<file path="config.mk">
export PLATFORM = sky130hd
export DESIGN_NAME = piso_serializer
export DESIGN_NICKNAME = d
export VERILOG_FILES = /design/src/rtl/piso_serializer_pkg.sv /design/src/rtl/piso_serializer.sv
export SDC_FILE = /design/constraint.sdc
export NUM_CORES = 1
export LEC_CHECK = 0
export ABC_AREA = 1
export CAP_MARGIN = 25
export CORE_UTILIZATION = 43
export CTS_CLUSTER_DIAMETER = 150
export DETAILED_ROUTE_END_ITERATION = 8
export PLACE_DENSITY = 0.82
export SLEW_MARGIN = 0
export SYNTH_ARGS = -nofsm -noshare
export SYNTH_HDL_FRONTEND = slang
export SYNTH_SLANG_ARGS = --single-unit
</file>
<file path="constraint.sdc">
create_clock -name clk_i -period 1.3 [get_ports clk_i]
set_input_delay 0.13 -clock clk_i [delete_from_list [all_inputs] [get_ports clk_i]]
set_output_delay 0.13 -clock clk_i [all_outputs]
set_load 0.05 [all_outputs]
</file>
<file path="src/rtl/piso_serializer_pkg.sv">
// piso_serializer_pkg: shared types for the parallel-to-serial front end
package piso_serializer_pkg;
  typedef enum logic [1:0] {IDLE, SHIFT, GAP} ser_state_e;
endpackage

</file>
<file path="src/rtl/piso_serializer.sv">
// piso_serializer: accepts a word over valid/ready and streams it bit-serially into a downstream shift register
module piso_serializer
  import piso_serializer_pkg::*;
#(
  parameter int WIDTH = 8,
  parameter int GAP   = 0
) (
  input  logic             clk_i,
  input  logic             rstn_i,
  input  logic             valid_i,
  output logic             ready_o,
  input  logic [WIDTH-1:0] data_i,
  input  logic             dir_i,
  output logic             ser_en_o,
  output logic             ser_dir_o,
  output logic             ser_data_o,
  output logic             busy_o,
  output logic             done_o
);
  localparam int CW = $clog2(WIDTH);
  localparam logic [CW-1:0] LAST = CW'(WIDTH - 1);
  localparam logic [7:0] GAP_LAST = 8'(GAP > 0 ? GAP - 1 : 0);
  ser_state_e state_q;
  logic [WIDTH-1:0] word_q;
  logic dir_q;
  logic [CW-1:0] bit_cnt, nxt_cnt, rev_cnt;
  logic [7:0] gap_cnt;
  assign nxt_cnt = bit_cnt + 1'b1;
  assign rev_cnt = LAST - nxt_cnt;
  assign ser_dir_o = dir_q;
  // outputs are loaded one edge ahead, so ser_data_o always shows the bit for bit_cnt
  always_ff @(posedge clk_i or negedge rstn_i) begin
    if (!rstn_i) begin
      state_q    <= IDLE;
      word_q     <= '0;
      dir_q      <= 1'b0;
      bit_cnt    <= '0;
      gap_cnt    <= '0;
      ready_o    <= 1'b1;
      busy_o     <= 1'b0;
      ser_en_o   <= 1'b0;
      ser_data_o <= 1'b0;
      done_o     <= 1'b0;
    end else begin
      done_o <= 1'b0;
      case (state_q)
        IDLE: if (valid_i && ready_o) begin
          word_q     <= data_i;
          dir_q      <= dir_i;
          bit_cnt    <= '0;
          ready_o    <= 1'b0;
          busy_o     <= 1'b1;
          ser_en_o   <= 1'b1;
          ser_data_o <= dir_i ? data_i[0] : data_i[WIDTH-1];
          state_q    <= SHIFT;
        end
        SHIFT: if (bit_cnt == LAST) begin
          ser_en_o   <= 1'b0;
          ser_data_o <= 1'b0;
          done_o     <= 1'b1;
          gap_cnt    <= '0;
          ready_o    <= (GAP == 0);
          busy_o     <= (GAP != 0);
          state_q    <= (GAP > 0) ? piso_serializer_pkg::GAP : IDLE;
        end else begin
          bit_cnt    <= nxt_cnt;
          ser_data_o <= word_q[dir_q ? nxt_cnt : rev_cnt];
        end
        piso_serializer_pkg::GAP: if (gap_cnt == GAP_LAST) begin
          ready_o <= 1'b1;
          busy_o  <= 1'b0;
          state_q <= IDLE;
        end else begin
          gap_cnt <= gap_cnt + 1'b1;
        end
        default: state_q <= IDLE;
      endcase
    end
  end
endmodule

</file>
==> results.toml <==
[status]
status = "complete, but fails checks"
failed_checks = "setup timing"

[clock_tree]
clockBufferDepth = 2
clkTransAtPathRegs_ps = 90
htreeDepth = 1
clk_latency_ps = 290
cts_tree = "yes"
clkSinkCount = 16
root_buffer = "clkbuf_4"
cts_buffers = 3
ctsHoldBuffers = 0

[sta]
finClkSkew_ps = 6.359
final.min_clock_period_ps = 1318
rsz0062_at_grt = "true"
slew_headroom = 0.7700
fin_crit_sh = 1.014
finalHoldViolCount = 0
fmax_ghz = 0.7588
worst_pin_slew_ps = 344.9
setup_viol = 1
maxSlewViolCount = 0
worst_slack_ps = -17.83

[synth]
ys_seq_area_frac = 0.5000
synth_top_area_share = 0.4673
syn_inst = 98
syn-cell-area_um2 = 803.3
synth_top_cell_by_area = "dfrtp_1"
synth_nets = 112
synth-seq-cells = 16
yosysUniqueCellTypes = 18
synth.avg_cell_area_um2 = 8.197
yosys-top-cells-area = "dfrtp_1 47%, nand2_1 14%, inv_1 6.5%, nand3_1 6.2%, o21ai_0 5.6%"
ys_warn_count = 0

[drt]
postRouteAntennaNets = 0
drt_iter0_markers = 19
wl_mm = 1.734
drc = 0
drt-wirelength-per-cell_um = 11.41
first_pass_iters = 4
viasPerCell = 4.783
vias = 727

[final_layout]
nets = 142
antenna_cells = 0
seqCellArea_um2 = 402.9
area_delta_synth_final_pct = 51.25
utilization = 0.6961
nFillCells = 137
layout-drive-gt1-share = 0.3150
fin_area_um2 = 1215
multi_input_area_um2 = 382.9

[floorplan]
num_io_pins = 18
die_w_um = 45.22
core_um2 = 1745
rows = 15
dieArea_um2 = 2045
die_h_um = 45.22
start_util = 0.4602

[setup_path]
cp_data_required_time_ps = 1480
cp_data_arrival_time_ps = 1500
cpMaxStageDelayCell = "dfrtp_1"
crit_path_start_kind = "flop"
cpPeakStageDelay_ps = 420
cp_cell_sequence = "ha_4 -> ha_4 -> xnor2_2 -> inv_1 -> nand3_1 -> nand3_1 -> nand2_1"
worstSetupPathType = "flop to flop"
end_kind = "flop"
critPathMaxFanout = 2

[pwr]
combPwrFrac = 0.633
p_int_mw = 1.879
peakVddDrop_mv = 1.880
clkPwrFrac = 0.080
powerDensity_nw_per_um2 = 2795
p_switching_mw = 1.517
sw_frac_of_total = 0.4467
p_leak_nw = 0.5986
pwr-share-seq = 0.287

[placed_design]
hpwlAfterDp_mm = 1.289
gp_congestion = 0.8780
port_buffers = 17
dpl_worst_slack_ps = -127.6
placed_area_um2 = 1121

[global_routing]
antenna_found_initial = 0
grt_pass1_wl_mm = 2.794
grt_util_all_layers = 0.1938
grt_pass1_vias = 670
grt_overflow = 0
grt_max_degree = 17

[job]
maxCapViolCount = 0

[hold_path]
hold_path_class = "input pin to async pin"
-- power groups by stage --
stage	registers, mW	logic [mW]	clock network (mW)
after floorplan	1.14	0.995	0
after global placement	0.935	1.83	0
after detailed placement	0.943	1.91	0
after CTS	0.963	2.06	0.277
after global routing	1.00	2.35	0.306
final	0.974	2.15	0.272
-- through the flow --
| stage | total power [mW] | TNS [ps] | instances | hold WS [ps] |
|---|---|---|---|---|
| global placement | 2.765 | -41.84 | 146 | 448.8 |
| floorplan | 2.132 | -799.1 | 98 | -165.6 |
| CTS | 3.296 | -15.76 | 151 | 166.3 |
| finish | 3.396 | -17.83 | 152 | 155.5 |
| global route | 3.660 | -219.3 | 152 | 164.6 |
| detailed placement | 2.855 | -144.2 | 146 | 451.9 |
-- path summary, 6_finish.rpt --
path,startpoint,end,slack (ps),cells past startpoint
worst max-delay path,bit_cnt[1],ser_data_o,-20,7
max in group asynchronous,rstn_i,ready_o,890,2
worst min register to register,word_q[4],word_q[4],470,2
worst max register to register,bit_cnt[1],ser_data_o,-20,7
worst min-delay path,rstn_i,word_q[0],160,2
min in group clk_i,data_i[4],word_q[4],370,3
-- timing repair --
item,in CTS,in global routing
pin swaps,5,6
endpoints found under the hold margin,0,0
resized for setup,6,5
setup buffers,1,1
endpoints found under the setup margin,3,4
cloned,0,0
-- kinds of logic after synthesis --
kind of cell,after synthesis,synth area share
AO/OA/AOI/OAI,12,0.07944
XOR/XNOR,1,0.01091
adder cells (fa/ha/maj),2,0.03115
buffers and inverters,19,0.09501
flip-flops,16,0.5000
AND/OR/NAND/NOR,48,0.2835
-- registers in the layout, summed over array words and instances (netlist names) --
register / count
ser_en_o: 1
ready_o: 1
ser_data_o: 1
word_q: 8
ser_dir_o: 1
bit_cnt: 3
done_o: 1
-- critical path, delay by kind of cell, from the launching register on --
| kind | cells | cell delay (ps) |
|---|---|---|
| buffers and inverters | 1 | 60 |
| adders and majority gates | 2 | 400 |
| DFF | 1 | 420 |
| and+or+nand+nor | 3 | 210 |
| xor gates and xnor gates | 1 | 140 |
-- synthesized netlist by cell type (all sizes together) --
cell type,count
dfstp,1
buf,2
dfrtp,15
a22o,1
xnor2,1
nor2,2
ha,2
o21ai,11
nand3b,2
inv,17
nand2,34
nand3,10
-- per-layer routing --
metal / wire [um] / GRT usage / up-vias
li1: - / - / 364
met1: 735 / 0.2398 / 339
met2: 875 / 0.3333 / 19
met3: 91 / 0.02400 / 5
met4: 31 / 0.09091 / 0
met5: 0 / 0 / -
-- cells in the final DEF (no fill, tap or decap), drive strengths merged --
cell and instances:
nand3b 2, xnor2 1, nand2 34, nor2 2, a22o 1, buf 16
o21ai 11, inv 17, clkbuf 4, ha 2, nand3 10, dfstp 1
dfrtp 15, clkdlybuf4s50 11
-- cell type report --
class / count / share of cell area
flip-flops and latches: 16 / 0.3316
multi-input cells: 63 / 0.3151
repair buffers: 27 / 0.2513
inverters: 17 / 0.05458
well taps: 25 / 0.02575
clock buffers: 4 / 0.02163
(Power assumes the default switching activity.)
